[config.mk]
export PLATFORM = sky130hd
export DESIGN_NAME = pp_buf_ctrl
export DESIGN_NICKNAME = d
export VERILOG_FILES = /design/src/rtl/pp_buf_pkg.sv /design/src/rtl/pp_buf_ctrl_bank_fsm.sv /design/src/rtl/pp_buf_ctrl.sv
export SDC_FILE = /design/constraint.sdc
export NUM_CORES = 1
export LEC_CHECK = 0
export ABC_AREA = 1
export CAP_MARGIN = 20
export CORE_UTILIZATION = 40
export CTS_CLUSTER_DIAMETER = 40
export CTS_CLUSTER_SIZE = 28
export DETAILED_ROUTE_END_ITERATION = 8
export DONT_BUFFER_PORTS = 1
export GPL_ROUTABILITY_DRIVEN = 0
export MAX_ROUTING_LAYER = met4
export PLACE_DENSITY = 0.61
export SYNTH_ARGS = -nofsm -noshare
export SYNTH_HDL_FRONTEND = slang
export SYNTH_HIERARCHICAL = 1
export SYNTH_SLANG_ARGS = --single-unit
[constraint.sdc]
create_clock -name clk -period 1.4 [get_ports clk]
set_input_delay 0.07 -clock clk [delete_from_list [all_inputs] [get_ports clk]]
set_output_delay 0.07 -clock clk [all_outputs]
set_load 0.02 [all_outputs]
[src/rtl/pp_buf_pkg.sv]
// Shared types and defaults for the ping-pong buffer controller.
// Holds the per-bank state enum and default geometry constants.
package pp_buf_pkg;

  typedef enum logic [1:0] {
    BK_EMPTY    = 2'd0,
    BK_FILLING  = 2'd1,
    BK_FULL     = 2'd2,
    BK_DRAINING = 2'd3
  } bank_st_e;

  localparam int DEF_ADDR_WIDTH = 10;
  localparam int DEF_BLK_LEN    = 4;

  function automatic logic st_wr_ok(bank_st_e s);
    return (s == BK_EMPTY) || (s == BK_FILLING);
  endfunction

  function automatic logic st_rd_ok(bank_st_e s);
    return (s == BK_FULL) || (s == BK_DRAINING);
  endfunction

endpackage

[src/rtl/pp_buf_ctrl_bank_fsm.sv]
// One bank's lifecycle: EMPTY -> FILLING -> FULL -> DRAINING -> EMPTY.
// Ports: clk, rst_n, flush_i, wr_i/wr_last_i, rd_i/rd_last_i, state_o.
module pp_bank_fsm
  import pp_buf_pkg::*;
(
  input  logic     clk,
  input  logic     rst_n,
  input  logic     flush_i,
  input  logic     wr_i,
  input  logic     wr_last_i,
  input  logic     rd_i,
  input  logic     rd_last_i,
  output bank_st_e state_o
);

  bank_st_e state_q, state_d;

  always_ff @(posedge clk or negedge rst_n) begin
    if (!rst_n) state_q <= BK_EMPTY;
    else        state_q <= state_d;
  end

  always_comb begin
    state_d = state_q;
    if (flush_i) begin
      state_d = BK_EMPTY;
    end else begin
      unique case (state_q)
        BK_EMPTY:
          if (wr_i) state_d = BK_FILLING;
        BK_FILLING:
          if (wr_i && wr_last_i)
            state_d = BK_FULL;
        BK_FULL:
          if (rd_i) state_d = BK_DRAINING;
        BK_DRAINING:
          if (rd_i && rd_last_i)
            state_d = BK_EMPTY;
        default: state_d = BK_EMPTY;
      endcase
    end
  end

  assign state_o = state_q;

endmodule

[src/rtl/pp_buf_ctrl.sv]
// Ping-pong buffer controller: two banks, write/read roles alternate.
// Optional sticky protocol error via macro PP_BUF_CTRL_ERR_EN.
module pp_buf_ctrl
  import pp_buf_pkg::*;
#(
  parameter int ADDR_WIDTH = DEF_ADDR_WIDTH,
  parameter int BLK_LEN    = DEF_BLK_LEN
) (
  input  logic                  clk,
  input  logic                  rst_n,
  input  logic                  flush,
  input  logic                  wr_req,
  output logic                  wr_rdy,
  input  logic                  rd_req,
  output logic                  rd_rdy,
  output logic                  rd_vld,
  output logic                  u0_wr,
  output logic                  u1_wr,
  output logic                  u0_rd,
  output logic                  u1_rd,
  output logic                  ena,
  output logic                  enb,
  output logic [ADDR_WIDTH-1:0] addra,
  output logic [ADDR_WIDTH-1:0] addrb,
  output logic                  blk_wr_done,
  output logic                  blk_rd_done,
  output logic                  err,
  input  logic                  err_clr
);

  localparam logic [ADDR_WIDTH-1:0] LAST =
    ADDR_WIDTH'(BLK_LEN - 1);

  logic                  wbank_q, wbank_d;
  logic                  rbank_q, rbank_d;
  logic [ADDR_WIDTH-1:0] wcnt_q, wcnt_d;
  logic [ADDR_WIDTH-1:0] rcnt_q, rcnt_d;
  logic                  vld_q, vld_d;
  logic                  wdone_q, wdone_d;
  logic                  rdone_q, rdone_d;

  bank_st_e st0, st1, st_w, st_r;
  logic     wr_acc, rd_acc;
  logic     wr_last, rd_last;

  assign st_w = wbank_q ? st1 : st0;
  assign st_r = rbank_q ? st1 : st0;

  assign wr_rdy = st_wr_ok(st_w);
  assign rd_rdy = st_rd_ok(st_r);

  assign ena = wr_req & wr_rdy;
  assign enb = rd_req & rd_rdy;

  // flush wins over any request issued alongside it
  assign wr_acc  = ena & ~flush;
  assign rd_acc  = enb & ~flush;
  assign wr_last = (wcnt_q == LAST);
  assign rd_last = (rcnt_q == LAST);

  assign u0_wr = ~wbank_q & wr_rdy;
  assign u1_wr =  wbank_q & wr_rdy;
  assign u0_rd = ~rbank_q & rd_rdy;
  assign u1_rd =  rbank_q & rd_rdy;

  pp_bank_fsm u_bank0 (
    .clk      (clk),
    .rst_n    (rst_n),
    .flush_i  (flush),
    .wr_i     (wr_acc & ~wbank_q),
    .wr_last_i(wr_last),
    .rd_i     (rd_acc & ~rbank_q),
    .rd_last_i(rd_last),
    .state_o  (st0)
  );

  pp_bank_fsm u_bank1 (
    .clk      (clk),
    .rst_n    (rst_n),
    .flush_i  (flush),
    .wr_i     (wr_acc & wbank_q),
    .wr_last_i(wr_last),
    .rd_i     (rd_acc & rbank_q),
    .rd_last_i(rd_last),
    .state_o  (st1)
  );

  always_comb begin
    wbank_d = wbank_q;
    rbank_d = rbank_q;
    wcnt_d  = wcnt_q;
    rcnt_d  = rcnt_q;
    wdone_d = wr_acc & wr_last;
    rdone_d = rd_acc & rd_last;
    vld_d   = rd_acc;
    if (wr_acc) begin
      wcnt_d = wr_last ? '0 : wcnt_q + 1'b1;
      if (wr_last) wbank_d = ~wbank_q;
    end
    if (rd_acc) begin
      rcnt_d = rd_last ? '0 : rcnt_q + 1'b1;
      if (rd_last) rbank_d = ~rbank_q;
    end
    if (flush) begin
      wbank_d = 1'b0;
      rbank_d = 1'b0;
      wcnt_d  = '0;
      rcnt_d  = '0;
    end
  end

  always_ff @(posedge clk or negedge rst_n) begin
    if (!rst_n) begin
      wbank_q <= 1'b0;
      rbank_q <= 1'b0;
      wcnt_q  <= '0;
      rcnt_q  <= '0;
      vld_q   <= 1'b0;
      wdone_q <= 1'b0;
      rdone_q <= 1'b0;
    end else begin
      wbank_q <= wbank_d;
      rbank_q <= rbank_d;
      wcnt_q  <= wcnt_d;
      rcnt_q  <= rcnt_d;
      vld_q   <= vld_d;
      wdone_q <= wdone_d;
      rdone_q <= rdone_d;
    end
  end

  assign addra       = wcnt_q;
  assign addrb       = rcnt_q;
  assign rd_vld      = vld_q;
  assign blk_wr_done = wdone_q;
  assign blk_rd_done = rdone_q;

`ifdef PP_BUF_CTRL_ERR_EN
  logic err_q, err_d;
  logic viol;

  assign viol = (wr_req & ~wr_rdy) |
                (rd_req & ~rd_rdy);

  always_comb begin
    err_d = err_q;
    if (viol)         err_d = 1'b1;
    else if (err_clr) err_d = 1'b0;
  end

  always_ff @(posedge clk or negedge rst_n) begin
    if (!rst_n) err_q <= 1'b0;
    else        err_q <= err_d;
  end

  assign err = err_q;
`else
  logic unused_err_clr;
  assign unused_err_clr = err_clr;
  assign err = 1'b0;
`endif

endmodule
# After elaboration in Yosys (flattened, before gate mapping)
# Index checks and enable logic that the tools add are counted.
# classes
addsub,2
n_eq_ne,19
reduce_logical,17
bitwise_logic,17
muxes,26
# op_table
cell,n
10-bit two-way mux,6
2-bit two-way mux,12
3-bit by 2-bit inequality test with 1-bit output (second input constant),8
10-bit by 1-bit adder with 10-bit output (second input constant),2
10-bit by 2-bit equality test with 1-bit output (second input constant),2
2-bit one-hot mux with 4 select lines,2
1-bit AND,14
2-bit equality test (second input constant),6
4-bit AND reduction,2
2-bit nonzero test,4
2-bit by 1-bit equality test with 1-bit output (second input constant),3
2-bit logical NOT,3
1-bit two-way mux,6
1-bit logical AND,4
2-bit AND reduction,2
1-bit NOT,3
1-bit logical OR,2
# totals
register_bits,29
out_inout_bits,32

# Logic depth before layout (Yosys ltp)
# depth
depth_word,10
depth_mapped,13
mapped_depth_nobuf,13

# Hierarchy
# The synthesis kept the hierarchy.
# modules_own_cells
mod,area_per_inst_um2,seq_area_each_um2,instances,cells_per_inst
pp_buf_ctrl,1630.3,625.6,1,231
pp_bank_fsm,222.7,50.0,2,30

# Worst setup path before layout
# No wires, ideal clock.
# synth_path
kind,reg2reg
start,"register wcnt_q[0], in the netlist addra[0]"
end,"register u_bank0.state_q[0], in the netlist u_bank0/state_o[0]"
path_buffers,0
required_time_ns,1.280
arrival_time_ns,1.577
stages_incl_launch_ff,11
setup_time_ns,0.120
slack_ns,-0.297
cell_sequence,dfrtp_1 -> ha_1 -> inv_1 -> nor4_1 -> nand3_1 -> inv_1 -> nand2_1 -> nand3_2 -> nand2_4 -> o21ai_1 -> nand2_1
# synth_via
elab_chain_len,4
# synth_rtl
element,line,text
"start, declared",pp_buf_ctrl.sv:36,"logic [ADDR_WIDTH-1:0] wcnt_q, wcnt_d;"
"start signal, assigned",pp_buf_ctrl.sv:124,wcnt_q <= wcnt_d;
10-bit by 2-bit equality test with 1-bit output,pp_buf_ctrl.sv:58,assign wr_last = (wcnt_q == LAST);
named net wr_last,pp_buf_ctrl.sv:44,"logic wr_last, rd_last;"
1-bit logical AND,pp_buf_ctrl_bank_fsm.sv:32,if (wr_i && wr_last_i)
3-bit by 2-bit inequality test with 1-bit output (no source line),-,
4-bit AND reduction (no source line),-,
"end signal, assigned",pp_buf_ctrl_bank_fsm.sv:20,else state_q <= state_d;
"end, declared",pp_buf_ctrl_bank_fsm.sv:16,"bank_st_e state_q, state_d;"
# The timed path passes the listed nets, and every way through them passes these cells.
# A chain may end at the register's enable or synchronous reset.

# Worst setup path in the final report
# layout_path
start,register rbank_q
end,output enb
# layout_via
elab_chain_len,4
word_cells_on_any_way,5
cone_classes,eq/ne: 2; mux: 1; bitwise: 1; reduce/logical: 1
# layout_rtl
element,line,text
"start, declared",pp_buf_ctrl.sv:35,"logic rbank_q, rbank_d;"
"start signal, assigned",pp_buf_ctrl.sv:123,rbank_q <= rbank_d;
2-bit two-way mux *,pp_buf_ctrl.sv:47,assign st_r = rbank_q ? st1 : st0;
2-bit equality test,pp_buf_pkg.sv:20,return (s == BK_FULL) || (s == BK_DRAINING);
1-bit logical OR *,pp_buf_pkg.sv:20,
1-bit AND *,pp_buf_ctrl.sv:53,assign enb = rd_req & rd_rdy;
"end, declared",pp_buf_ctrl.sv:22,"output logic enb,"
# Mark *: on every way between the ends. The rest lies on a longest branch, timed or not.

==> run_results.csv <==
group,metric,value,unit
timing,slew_violations,0,
route,drt_iter0_drc,121,
timing,tns,-466,ps
placed_design,post_dp_cell_area,2470,sq um
worst_setup_path,cp.required,1330,ps
synth,yosys-top-cells-area,"dfrtp_1, nand2_1, inv_1, nor2_1, ha_1",
worst_setup_path,crit_fanout,5,
finish,area_growth,37.7,%
clock_tree,cts.clk_slew.worst_paths,70,ps
die,std_cell_rows,25,
synth,synth_top_area_share,35.0,%
timing,fin_skew,8.93,ps
pwr,powerDensity,1160,nW/um^2
finish,register_area,732,sq um
pwr,power.internal,2.12,mW
placed_design,portBuffers,0,
route,drc_errors,0,
pwr,seqPwrFrac,31.1,%
finish,layout_commonest_cell,"nand2_1",
synth,ys_seq_elements,29,
pwr,ir_worst_vdd,0.697,mV
status,violations,"negative setup slack",
worst_setup_path,slowest_delay,430,ps
pwr,switching_share,36.1,%
pwr,p_switching,1.19,mW
finish,fin_area,2860,sq um
synth,netlist_instances,291,
job,maxCapViolations,0,
finish,antenna_cells,0,
global_routing,grt_use_total,22.0,%
worst_hold_path,hp-class,"in2reg",
worst_setup_path,cp-start-kind,"flop",
finish,nets,365,
synth,synth-seq-area-share,35.0,%
finish,num-fill-cells,453,
finish,multi_input_area,1280,sq um
timing,finalSetupViolations,5,
route,postRouteAntennaNets,0,
placed_design,dp_hpwl,3890,um
die,die_w,74.0,um
clock_tree,clockBufferDepth,2,
clock_tree,numClockSinks,29,
route,vias,2057,
die,die_area,5480,sq um
die,coreArea,4850,sq um
synth,synthesis.nets,307,
clock_tree,clock_latency,290,ps
timing,fmax,658,MHz
finish,drive_gt1_share,35.7,%
worst_setup_path,worst_ep_arrival_time,1450,ps
pwr,power_frac_comb,36.9,%
route,dr.pass1.iters,4,
global_routing,grt_pass1_vias,1990,
route,via_per_inst,4.93,
timing,hold_ws,98.8,ps
synth,syn_area,2080,sq um
pwr,power_frac_clock,31.9,%
timing,hold_viol_final,0,
worst_setup_path,crit_chain,"inv_2 > nand2_4 > nand2_4 > nand2_8 > buf_4 > buf_6 > inv_8 > buf_6",
die,start_util,42.8,%
synth,synth_area_per_cell,7.13,sq um
timing,rsz0062_at_grt,"true",
worst_setup_path,critPathCaptureType,"output pin",
route,wl_per_cell,12.8,um
global_routing,overflow,0,
die,pin_count,38,
worst_setup_path,critical_path.slowest_cell,"dfrtp_1",
route,detail_route.wirelength,5330,um
global_routing,grt_max_degree,30,
clock_tree,cts_tree,"done",
timing,period_needed,1520,ps
global_routing,antenna_found_initial,0,
clock_tree,cts-root-buf,"clkbuf_8",
synth,synth_cell_types,26,
clock_tree,numCtsBuffers,5,
worst_setup_path,path_class,"reg2out",
status,outcome,"finished, violations left",
timing,fin_crit_sh,109,%
synth,synth_top_cell_by_area,"dfrtp_1",
pwr,total_leakage_power,1.45,nW
timing,layout_setup_ws,-121,ps
finish,layout_common_cells,"nand2_1, buf_4, inv_1, nor2_1, dfrtp_1",
synth,yosys_warnings,6,
die,fp.dieH,74.0,um
global_routing,grt_pass1_wl,8910,um
clock_tree,cts_htree_levels,2,
[path summary, 6_finish.rpt]
check / startpoint / end / slack [ps] / cells after the start
max: rbank_q$_DFFE_PN0P_ / enb / -120 / 8
min: flush / rd_vld$_DFF_PN0_ / 100 / 3
max reg2reg: rbank_q$_DFFE_PN0P_ / u_bank0/state_o[0]$_DFFE_PN0P_ / -100 / 12
min reg2reg: u_bank1/state_o[0]$_DFFE_PN0P_ / u_bank1/state_o[0]$_DFFE_PN0P_ / 560 / 2
max in group asynchronous: rst_n / addrb[0]$_DFFE_PN0P_ / 990 / 2
min in group asynchronous: rst_n / addra[6]$_DFFE_PN0P_ / 230 / 2
[critical path, delay by kind of cell, from the launching register on]
kind                   cells  cell delay (ps)
buffers and inverters      5              530
DFF                        1              430
and+or+nand+nor            3              190
[flip-flops by register name, summed over array words and instances, names as in the netlist, 2 cells and up]
signal / flops
addrb: 10
addra: 10
u_bank0/state_o: 2
u_bank1/state_o: 2
[through the flow]
stage                     util, %  setup slack (ps)  power (mW)  instances
after floorplan                 -             -87.9        1.75        291
after global placement       51.0             -77.2        2.04        397
after detailed placement     51.0             -96.6        2.06        397
after CTS                    56.1             -74.3        3.21        412
after global routing         58.9              -180        3.51        417
final                        58.9              -121        3.31        417
[per-layer routing]
metal	GRT usage, %	vias up	wire [um]
met3	5.69	11	311
met2	34.3	53	2470
met5	-	-	0
met1	27.0	954	2450
met4	9.19	0	95
li1	-	1039	-
[power groups by stage]
stage	clock network (mW)	registers (mW)	logic, mW
2_1_floorplan	0	1.08	0.671
3_3_place_gp	0	1.03	1.01
3_5_place_dp	0	1.03	1.03
4_1_cts	1.07	1.02	1.11
5_1_grt	1.11	1.04	1.36
6_report	1.06	1.03	1.22
[cell families after synthesis]
group           share of synthesized area, %
simple gates                            44.4
buf+inv                                 9.58
flops                                   35.0
compound gates                          4.46
fa+ha+maj                               6.03
xor+xnor                               0.422
other cells                            0.181
[synthesized netlist by cell type]
cell type and instances:
dfrtp_1 29, nor2_1 35, nor2_8 1, conb_1 1
nand2_2 8, nor3_1 2, buf_6 1, buf_4 2
nor3b_1 1, o21bai_1 1, nand3_1 19, xor2_1 1
inv_2 8, o21ai_1 7, nand4_1 20, nor2_4 3
inv_1 38, nand2_8 1, nand2_1 80, ha_1 10
nor4_1 1, nor2_2 3, nand3_2 4, nand3_4 1
o21ai_0 10, nand2_4 4
[timing repair]
action,CTS,global route
endpoints found under the setup margin,5,19
setup buffers,4,5
hold buffers,3,0
pin swaps,8,12
gates resized for setup,12,32
endpoints found under the hold margin,34,0
[area by class of cell]
| type | count | area share [%] |
|---|---|---|
| inverters | 46 | 6.83 |
| clock inverters | 3 | 2.28 |
| flip-flops and latches | 29 | 25.6 |
| clock buffers | 5 | 2.41 |
| well taps | 67 | 2.93 |
| repair buffers | 54 | 15.1 |
| multi-input cells | 213 | 44.9 |
(Power assumes the default switching activity.)
